===== config.mk =====
export PLATFORM = sky130hd
export DESIGN_NAME = z80_host_master_flat
export DESIGN_NICKNAME = d
export VERILOG_FILES = /design/src/rtl/z80_host_master_if.sv /design/src/rtl/z80_host_master.sv /design/src/flat_wrapper.sv
export SDC_FILE = /design/constraint.sdc
export NUM_CORES = 1
export LEC_CHECK = 0
export ABC_AREA = 1
export CAP_MARGIN = 30
export CORE_UTILIZATION = 45
export CTS_CLUSTER_SIZE = 28
export DETAILED_ROUTE_END_ITERATION = 8
export PLACE_DENSITY = 0.86
export SLEW_MARGIN = 25
export SYNTH_ARGS = -nofsm -noshare
export SYNTH_HDL_FRONTEND = slang
export SYNTH_SLANG_ARGS = --single-unit

===== constraint.sdc =====
create_clock -name clk -period 2.8 [get_ports clk]
set_clock_uncertainty 0.1 [all_clocks]
set_input_delay 0.56 -clock clk [delete_from_list [all_inputs] [get_ports clk]]
set_output_delay 0.56 -clock clk [all_outputs]
set_load 0.02 [all_outputs]

===== src/rtl/z80_host_master_if.sv =====
// Shared Z80 bus seen by a bus master: CPU-style master outputs, slave
// return path and the BUSRQ/BUSACK arbitration handshake.
interface z80_host_master_if;
   logic [15:0] addr;
   logic [7:0]  dmaster;
   logic        rdn;
   logic        wrn;
   logic        mreqn;
   logic        iorqn;
   logic        inta;
   logic [7:0]  dslave;
   logic        mwait;
   logic        busrq;
   logic        busack;

   // Master drives the cycle and requests the bus; slave side answers.
   modport master (
      output addr, dmaster, rdn, wrn, mreqn, iorqn, inta, busrq,
      input  dslave, mwait, busack
   );

   modport slave (
      input  addr, dmaster, rdn, wrn, mreqn, iorqn, inta, busrq,
      output dslave, mwait, busack
   );
endinterface


===== src/rtl/z80_host_master.sv =====
// Host-driven Z80 bus initiator: takes a burst command from a host, wins the
// bus through BUSRQ/BUSACK and replays CPU-style memory or I/O cycles,
// stretching each cycle while the slave holds mwait low.
module z80_host_master #(
   parameter int WAIT_TIMEOUT = 1024
) (
   input  logic        clk,
   input  logic        rst_n,
   input  logic        cen_i,
   input  logic        cmd_valid_i,
   output logic        cmd_ready_o,
   input  logic        cmd_we_i,
   input  logic        cmd_io_i,
   input  logic [15:0] cmd_addr_i,
   input  logic [7:0]  cmd_len_i,
   input  logic [7:0]  wdata_i,
   input  logic        wvalid_i,
   output logic        wready_o,
   output logic [7:0]  rdata_o,
   output logic        rvalid_o,
   output logic        done_o,
   output logic        err_o,
   z80_host_master_if.master bus
);

   localparam int CW = $clog2(WAIT_TIMEOUT + 1);
   localparam logic [CW-1:0] CNT_ONE  = CW'(1);
   localparam logic [CW-1:0] CNT_LAST = CW'(WAIT_TIMEOUT - 1);

   typedef enum logic [2:0] {
      IDLE, REQ, WDAT, T1, T2, TW, T3, REL
   } state_t;

   state_t        state_q, state_d;
   logic [15:0]   curAddr_q, curAddr_d;
   logic [7:0]    remaining_q, remaining_d;
   logic          we_q, we_d;
   logic          io_q, io_d;
   logic [7:0]    dmaster_q, dmaster_d;
   logic [7:0]    rdata_q, rdata_d;
   logic [CW-1:0] waitCnt_q, waitCnt_d;
   logic          errFlag_q, errFlag_d;
   logic          done_q, done_d;
   logic          errOut_q, errOut_d;
   logic          cmdReady;
   logic          wreadyC;
   logic          rvalidC;
   logic          strobeOn;

   // Next-state and handshake decode; all bus progress is gated by cen except
   // the command and write-data handoffs, which run at clk rate.
   always_comb begin
      state_d     = state_q;
      curAddr_d   = curAddr_q;
      remaining_d = remaining_q;
      we_d        = we_q;
      io_d        = io_q;
      dmaster_d   = dmaster_q;
      rdata_d     = rdata_q;
      waitCnt_d   = waitCnt_q;
      errFlag_d   = errFlag_q;
      done_d      = 1'b0;
      errOut_d    = 1'b0;
      cmdReady    = 1'b0;
      wreadyC     = 1'b0;
      rvalidC     = 1'b0;
      case (state_q)
         IDLE: begin
            cmdReady = 1'b1;
            if (cmd_valid_i) begin
               we_d        = cmd_we_i;
               io_d        = cmd_io_i;
               curAddr_d   = cmd_addr_i;
               remaining_d = cmd_len_i;
               state_d     = REQ;
            end
         end
         REQ: begin
            if (cen_i && bus.busack) begin
               state_d = we_q ? WDAT : T1;
            end
         end
         WDAT: begin
            wreadyC = 1'b1;
            if (wvalid_i) begin
               dmaster_d = wdata_i;
               state_d   = T1;
            end
         end
         T1: begin
            waitCnt_d = '0;
            if (cen_i) begin
               state_d = T2;
            end
         end
         T2: begin
            if (cen_i) begin
               state_d = bus.mwait ? T3 : TW;
            end
         end
         TW: begin
            if (cen_i) begin
               if (bus.mwait) begin
                  state_d = T3;
               end else if (waitCnt_q == CNT_LAST) begin
                  errFlag_d = 1'b1;
                  state_d   = REL;
               end else begin
                  waitCnt_d = waitCnt_q + CNT_ONE;
               end
            end
         end
         T3: begin
            if (cen_i) begin
               if (!we_q) begin
                  rvalidC = 1'b1;
                  rdata_d = bus.dslave;
               end
               if (remaining_q == 8'd0) begin
                  state_d = REL;
               end else begin
                  curAddr_d   = curAddr_q + 16'd1;
                  remaining_d = remaining_q - 8'd1;
                  state_d     = we_q ? WDAT : T1;
               end
            end
         end
         REL: begin
            if (cen_i && !bus.busack) begin
               done_d    = 1'b1;
               errOut_d  = errFlag_q;
               errFlag_d = 1'b0;
               waitCnt_d = '0;
               state_d   = IDLE;
            end
         end
         default: state_d = IDLE;
      endcase
   end

   // State and datapath registers with synchronous active-low reset.
   always_ff @(posedge clk) begin
      if (!rst_n) begin
         state_q     <= IDLE;
         curAddr_q   <= 16'h0000;
         remaining_q <= 8'h00;
         we_q        <= 1'b0;
         io_q        <= 1'b0;
         dmaster_q   <= 8'h00;
         rdata_q     <= 8'h00;
         waitCnt_q   <= '0;
         errFlag_q   <= 1'b0;
         done_q      <= 1'b0;
         errOut_q    <= 1'b0;
      end else begin
         state_q     <= state_d;
         curAddr_q   <= curAddr_d;
         remaining_q <= remaining_d;
         we_q        <= we_d;
         io_q        <= io_d;
         dmaster_q   <= dmaster_d;
         rdata_q     <= rdata_d;
         waitCnt_q   <= waitCnt_d;
         errFlag_q   <= errFlag_d;
         done_q      <= done_d;
         errOut_q    <= errOut_d;
      end
   end

   // Strobes are low only in T2/TW, and the io/we selects make the
   // mreqn/iorqn and rdn/wrn pairs mutually exclusive by construction.
   assign strobeOn    = (state_q == T2) || (state_q == TW);
   assign bus.mreqn   = !(strobeOn && !io_q);
   assign bus.iorqn   = !(strobeOn && io_q);
   assign bus.rdn     = !(strobeOn && !we_q);
   assign bus.wrn     = !(strobeOn && we_q);
   assign bus.inta    = 1'b1;
   assign bus.addr    = curAddr_q;
   assign bus.dmaster = dmaster_q;
   assign bus.busrq   = (state_q != IDLE) && (state_q != REL);

   // Read data is forwarded straight from the slave on the T3 cen so it is
   // valid alongside rvalid, then held from the register until the next read.
   assign cmd_ready_o = cmdReady && rst_n;
   assign wready_o    = wreadyC && rst_n;
   assign rvalid_o    = rvalidC && rst_n;
   assign rdata_o     = rvalid_o ? bus.dslave : rdata_q;
   assign done_o      = done_q;
   assign err_o       = errOut_q;

endmodule


===== src/flat_wrapper.sv =====
// flat-port wrapper written by rule: the top's interface ports become plain ports
module z80_host_master_flat 
#(
   parameter int WAIT_TIMEOUT = 1024
)
  (clk, rst_n, cen_i, cmd_valid_i, cmd_ready_o, cmd_we_i, cmd_io_i, cmd_addr_i, cmd_len_i, wdata_i, wvalid_i, wready_o, rdata_o, rvalid_o, done_o, err_o, bus_addr, bus_dmaster, bus_rdn, bus_wrn, bus_mreqn, bus_iorqn, bus_inta, bus_busrq, bus_dslave, bus_mwait, bus_busack);
  z80_host_master_if bus_i ();
  input  logic clk;
  input  logic rst_n;
  input  logic cen_i;
  input  logic cmd_valid_i;
  output logic cmd_ready_o;
  input  logic cmd_we_i;
  input  logic cmd_io_i;
  input  logic [15:0] cmd_addr_i;
  input  logic [7:0] cmd_len_i;
  input  logic [7:0] wdata_i;
  input  logic wvalid_i;
  output logic wready_o;
  output logic [7:0] rdata_o;
  output logic rvalid_o;
  output logic done_o;
  output logic err_o;
  output wire logic [$bits(bus_i.addr)-1:0] bus_addr;
  output wire logic [$bits(bus_i.dmaster)-1:0] bus_dmaster;
  output wire logic [$bits(bus_i.rdn)-1:0] bus_rdn;
  output wire logic [$bits(bus_i.wrn)-1:0] bus_wrn;
  output wire logic [$bits(bus_i.mreqn)-1:0] bus_mreqn;
  output wire logic [$bits(bus_i.iorqn)-1:0] bus_iorqn;
  output wire logic [$bits(bus_i.inta)-1:0] bus_inta;
  output wire logic [$bits(bus_i.busrq)-1:0] bus_busrq;
  input wire logic [$bits(bus_i.dslave)-1:0] bus_dslave;
  input wire logic [$bits(bus_i.mwait)-1:0] bus_mwait;
  input wire logic [$bits(bus_i.busack)-1:0] bus_busack;
  assign bus_addr = bus_i.addr;
  assign bus_dmaster = bus_i.dmaster;
  assign bus_rdn = bus_i.rdn;
  assign bus_wrn = bus_i.wrn;
  assign bus_mreqn = bus_i.mreqn;
  assign bus_iorqn = bus_i.iorqn;
  assign bus_inta = bus_i.inta;
  assign bus_busrq = bus_i.busrq;
  assign bus_i.dslave = bus_dslave;
  assign bus_i.mwait = bus_mwait;
  assign bus_i.busack = bus_busack;
  z80_host_master #(.WAIT_TIMEOUT(WAIT_TIMEOUT)) u_core (.clk(clk), .rst_n(rst_n), .cen_i(cen_i), .cmd_valid_i(cmd_valid_i), .cmd_ready_o(cmd_ready_o), .cmd_we_i(cmd_we_i), .cmd_io_i(cmd_io_i), .cmd_addr_i(cmd_addr_i), .cmd_len_i(cmd_len_i), .wdata_i(wdata_i), .wvalid_i(wvalid_i), .wready_o(wready_o), .rdata_o(rdata_o), .rvalid_o(rvalid_o), .done_o(done_o), .err_o(err_o), .bus(bus_i));
endmodule

# Word level (Yosys, flattened, before mapping)
# Index checks and enable logic that the tools add are counted.
# op_classes
addsub	3
n_eq_ne	22
muxes	39
bitwise	1
reduce_logical	33
# ops
operator	n
$mux W16	3
$mux W11	4
$mux W3	11
$pmux W11 S3	1
$mux W8	4
$pmux W16 S2	1
$pmux W3 S8	1
$ne A2 B2 Y1 const B	9
$add A16 B1 Y16 const B	1
$pmux W8 S2	1
$eq A3 B3 Y1 const B	4
$add A11 B1 Y11 const B	1
$eq A11 B10 Y1 const B	1
$mux W1	11
$logic_and A1 B1 Y1	10
$reduce_and A5 Y1	2
$reduce_and A9 Y1	1
$logic_not A8 Y1	1
$sub A8 B1 Y8 const B	1
$logic_not A1 Y1	7
$eq A3 B2 Y1 const B	2
$ne A2 B1 Y1 const B	3
$reduce_and A2 Y1	3
$reduce_and A3 Y1	2
11 further kinds	13
# totals
register_bits	59
out_inout_bits	43
word_cells	109

# Depth between registers and ports, before layout
# depth
depth_word	5
depth_mapped	12
mapped_depth_nobuf	11

# Least setup slack after synthesis
# No wires, ideal clock.
# synth_timing
path_type	input to output
start	in cen_i
end	out rdata_o[6]
t_arrival_ns	1.636
required_time_ns	2.140
setup_slack_ns	0.504
path_stages	5
n_path_buf	1
path_cell_list	inv_1 -> nor4_4 -> buf_2 -> nand2_1 -> o21ai_0
# synth_between
elab_chain_len	4
# synth_rtl
item	line	source
start: declaration	flat_wrapper.sv:10	input logic cen_i;
$mux W1	z80_host_master.sv:114	if (cen_i) begin
$mux W1	z80_host_master.sv:67	case (state_q)
$logic_and A1 B1 Y1	z80_host_master.sv:186	assign rvalid_o = rvalidC && rst_n;
net rvalid_o	flat_wrapper.sv:21	output logic rvalid_o;
$mux W8	z80_host_master.sv:187	assign rdata_o = rvalid_o ? bus.dslave : rdata_q;
end: declaration	flat_wrapper.sv:20	output logic [7:0] rdata_o;
# The timed path passes the listed nets, and every way through them passes these cells.

# Final worst setup path
# layout_timing
start	in rst_n
end	out wready_o
# layout_between
elab_chain_len	1
# layout_rtl
item	line	source
start: declaration	flat_wrapper.sv:9	input logic rst_n;
$logic_and A1 B1 Y1	z80_host_master.sv:185	assign wready_o = wreadyC && rst_n;
end: declaration	flat_wrapper.sv:19	output logic wready_o;
# No other way between the ends.

==> impl_results.md <==
- Outcome: complete, no violations
- # setup viols final: 0
- Hold Crit Class: flip-flop to flip-flop
- Largest net degree at the start of global routing: 31
- CP Capture Type: output port
- DRC: 0
- Slew Limit Fails: 0
- Worst VDD drop: 0.507 mV
- Final Hold Viols: 0
- Core Area: 7690 sq um
- Ys Warns: 0
- Post-Syn Nets: 627
- Die X: 91.0 um
- Root Buffer: clkbuf_8
- Register-to-register setup slack: 660 ps
- Final design utilization: 62.1%
- Final period util: 98.3%
- Synth Cell Area: 3570 sq um
- CTS H-Tree Depth: 3
- Leak: 1.97 nW
- Post-DP Area: 4610 sq um
- Reg2reg start: u_core.state_q[0]
- Total power: 3.83 mW
- Seq/Total Area, Yosys: 33.1%
- Slew @ Worst Pin: 520 ps
- I/O pin total: 92
- Wire per inst: 12.3 um
- TritonRoute pass-1 iters: 6
- Die Y: 91.0 um
- IO Port Bufs: 90
- Critical path peak fanout: 7
- Vias in the first global route: 3876
- Crit path arrival time: 2090 ps
- Row count: 32
- Sum Neg Setup Slack: 0 ps
- Layout cells sized above 1: 10.3%
- Clock sinks: 59
- Worst endpoint required time: 2140 ps
- Final net count: 726
- Number of DRC markers in iteration 0: 225
- Worst setup path class: primary input to output port
- First-pass GRT wire length: 16700 um
- CTS buffer count: 9
- Gate Count Post-Synth: 575
- Total GRT Usage: 24.3%
- Mapped Avg Cell Area: 6.20 sq um
- Seq cells post-synth: 59
- Initial core utilization: 46.4%
- Synth unique cells: 37
- CTS clk-pin slew, worst paths: 60 ps
- Worst-Skew Late Latency: 350 ps
- Crit. Startpoint: rst_n
- CTS tree: yes
- Min Clock Period, post-route: 2750 ps
- Post-DRT Antenna Nets: 0
- Power per Cell Area: 803 nW/um^2
- Clk buf depth: 2
- Normalized max-slew margin: 65.2%
- # fillers: 699
- Via-per-instance ratio: 5.21
- Hpwl dp: 6980 um
- Vias post-DR: 4069
- Total gr overflow: 0
- Antenna violations before repair: 0
- Startpoint Class: primary input
- Max_cap viols: 0
- Final Cell Area: 4770 sq um
- Area grow syn2layout: 33.8%
- Gpl congestion: 0.860
- Hold slack: 345 ps
- Antenna diodes: 0
- Die footprint: 8280 sq um
- WL final: 9620 um
- HP Start: u_core.errFlag_q
- Fmax: 0.363 GHz
==> routing by layer <==
layer	wire, um	track usage [%]	share of wire [%]	vias up
met4	253	11.4	2.6	0
met5	0	0	0	-
met1	4030	28.4	42	1846
li1	-	-	-	2043
met3	615	4.77	6.4	25
met2	4720	42.7	49	155
==> path summary, 6_finish.rpt <==
| kind | end | cells after the start |
|---|---|---|
| max reg2reg | u_core.remaining_q[2] | 8 |
| max | wready_o | 5 |
| min reg2reg | u_core.errFlag_q | 2 |
| min | u_core.errFlag_q | 2 |
==> sequential cells by signal (all words and copies together), names as in the netlist <==
| signal | flops |
|---|---|
| u_core.state_q | 3 |
| u_core.done_o | 1 |
| u_core.errFlag_q | 1 |
| u_core.io_q | 1 |
| u_core.err_o | 1 |
| u_core.rdata_q | 8 |
| u_core.bus.addr | 16 |
| u_core.remaining_q | 8 |
| u_core.bus.dmaster | 8 |
| u_core.waitCnt_q | 11 |
| u_core.we_q | 1 |
==> metrics by stage <==
stage,std cells,setup WS [ps]
final,781,48.7
after global routing,781,-9.26
after CTS,779,2.30
after detailed placement,763,-323
after global placement,763,-265
after floorplan,575,504
==> cells by family (layout without fill, tap and decap cells) <==
kind of cell | Yosys count | after routing | share of synthesized area, %
and+or+nand+nor | 322 | 322 | 39.2
AOI/OAI and AO/OA | 98 | 98 | 14.9
buffers and inverters | 88 | 192 | 10.6
DFF | 59 | 59 | 33.1
xor gates and xnor gates | 4 | 4 | 0.983
adders and majority gates | 3 | 3 | 1.05
other | 1 | 1 | 0.105
==> area by class of cell <==
cell class              count  area (sq um)  share of cell area, %
multi-input cells         428          2010                   42.0
flip-flops and latches     59          1180                   24.8
repair buffers            112          1040                   21.9
inverters                  64           240                   5.04
clock buffers              14           163                   3.41
well taps                 102           128                   2.68
clock inverters             2          10.0                  0.210
==> synth_stat cells <==
library cell / instances / area, sq um
a21oi_1: 38 / 190
a21oi_2: 1 / 8.76
a21oi_4: 1 / 16.3
and2_1: 1 / 6.26
buf_1: 1 / 3.75
buf_2: 6 / 30.0
buf_4: 9 / 67.6
buf_6: 1 / 11.3
clkbuf_1: 7 / 26.3
clkinv_1: 1 / 3.75
conb_1: 1 / 3.75
dfxtp_1: 59 / 1180
ha_1: 3 / 37.5
inv_1: 59 / 221
inv_2: 4 / 15.0
nand2_1: 150 / 563
nand2_2: 7 / 43.8
nand3_1: 53 / 265
nand3_2: 1 / 10.0
nand3b_1: 2 / 15.0
nand4_1: 7 / 43.8
nor2_1: 80 / 300
nor2_2: 4 / 25.0
nor2_4: 1 / 11.3
nor3_1: 6 / 30.0
nor3_2: 1 / 10.0
nor3b_1: 1 / 7.51
nor4_1: 1 / 6.26
nor4_4: 1 / 21.3
o21a_1: 2 / 15.0
o21ai_0: 44 / 220
o21ai_1: 3 / 15.0
o21bai_1: 1 / 7.51
o31ai_1: 8 / 60.1
or2_2: 6 / 37.5
xnor2_1: 2 / 17.5
xor2_1: 2 / 17.5
==> critical path, stage by stage <==
cell	delay, ps
clkdlybuf4s50_1	470
inv_1	80
buf_4	170
nor2_1	180
clkdlybuf4s50_1	630
==> cell usage in the layout, fill, tap and decap left out, types with 3 or more instances in the layout <==
| cell type | instances |
|---|---|
| nand2_1 | 150 |
| clkdlybuf4s50_1 | 80 |
| nor2_1 | 80 |
| nor2_2 | 4 |
| o21ai_1 | 3 |
| clkbuf_2 | 6 |
| inv_1 | 59 |
| nand4_1 | 7 |
| inv_2 | 4 |
| buf_4 | 20 |
| clkbuf_8 | 11 |
| nor3_1 | 6 |
| ha_1 | 3 |
| o31ai_1 | 8 |
| nand3_1 | 53 |
| clkbuf_1 | 3 |
| a21oi_1 | 38 |
| nand2_2 | 7 |
| or2_2 | 6 |
| dfxtp_1 | 59 |
| o21ai_0 | 44 |
==> report_power, final <==
part           switching (mW)  total (mW)  internal [mW]  leakage, nW
clock network           0.340       0.708          0.368       0.0905
logic                    1.10        1.82          0.721         1.40
registers               0.249        1.30           1.05        0.482
==> what timing repair did <==
action                                  CTS  global route
resized for setup                        13            24
pin swaps                                 0             0
endpoints found under the setup margin    9             9
setup buffers                             0             2
hold buffers                              0             0
gates cloned                              0             0
Power figures use the tool's default switching activity.
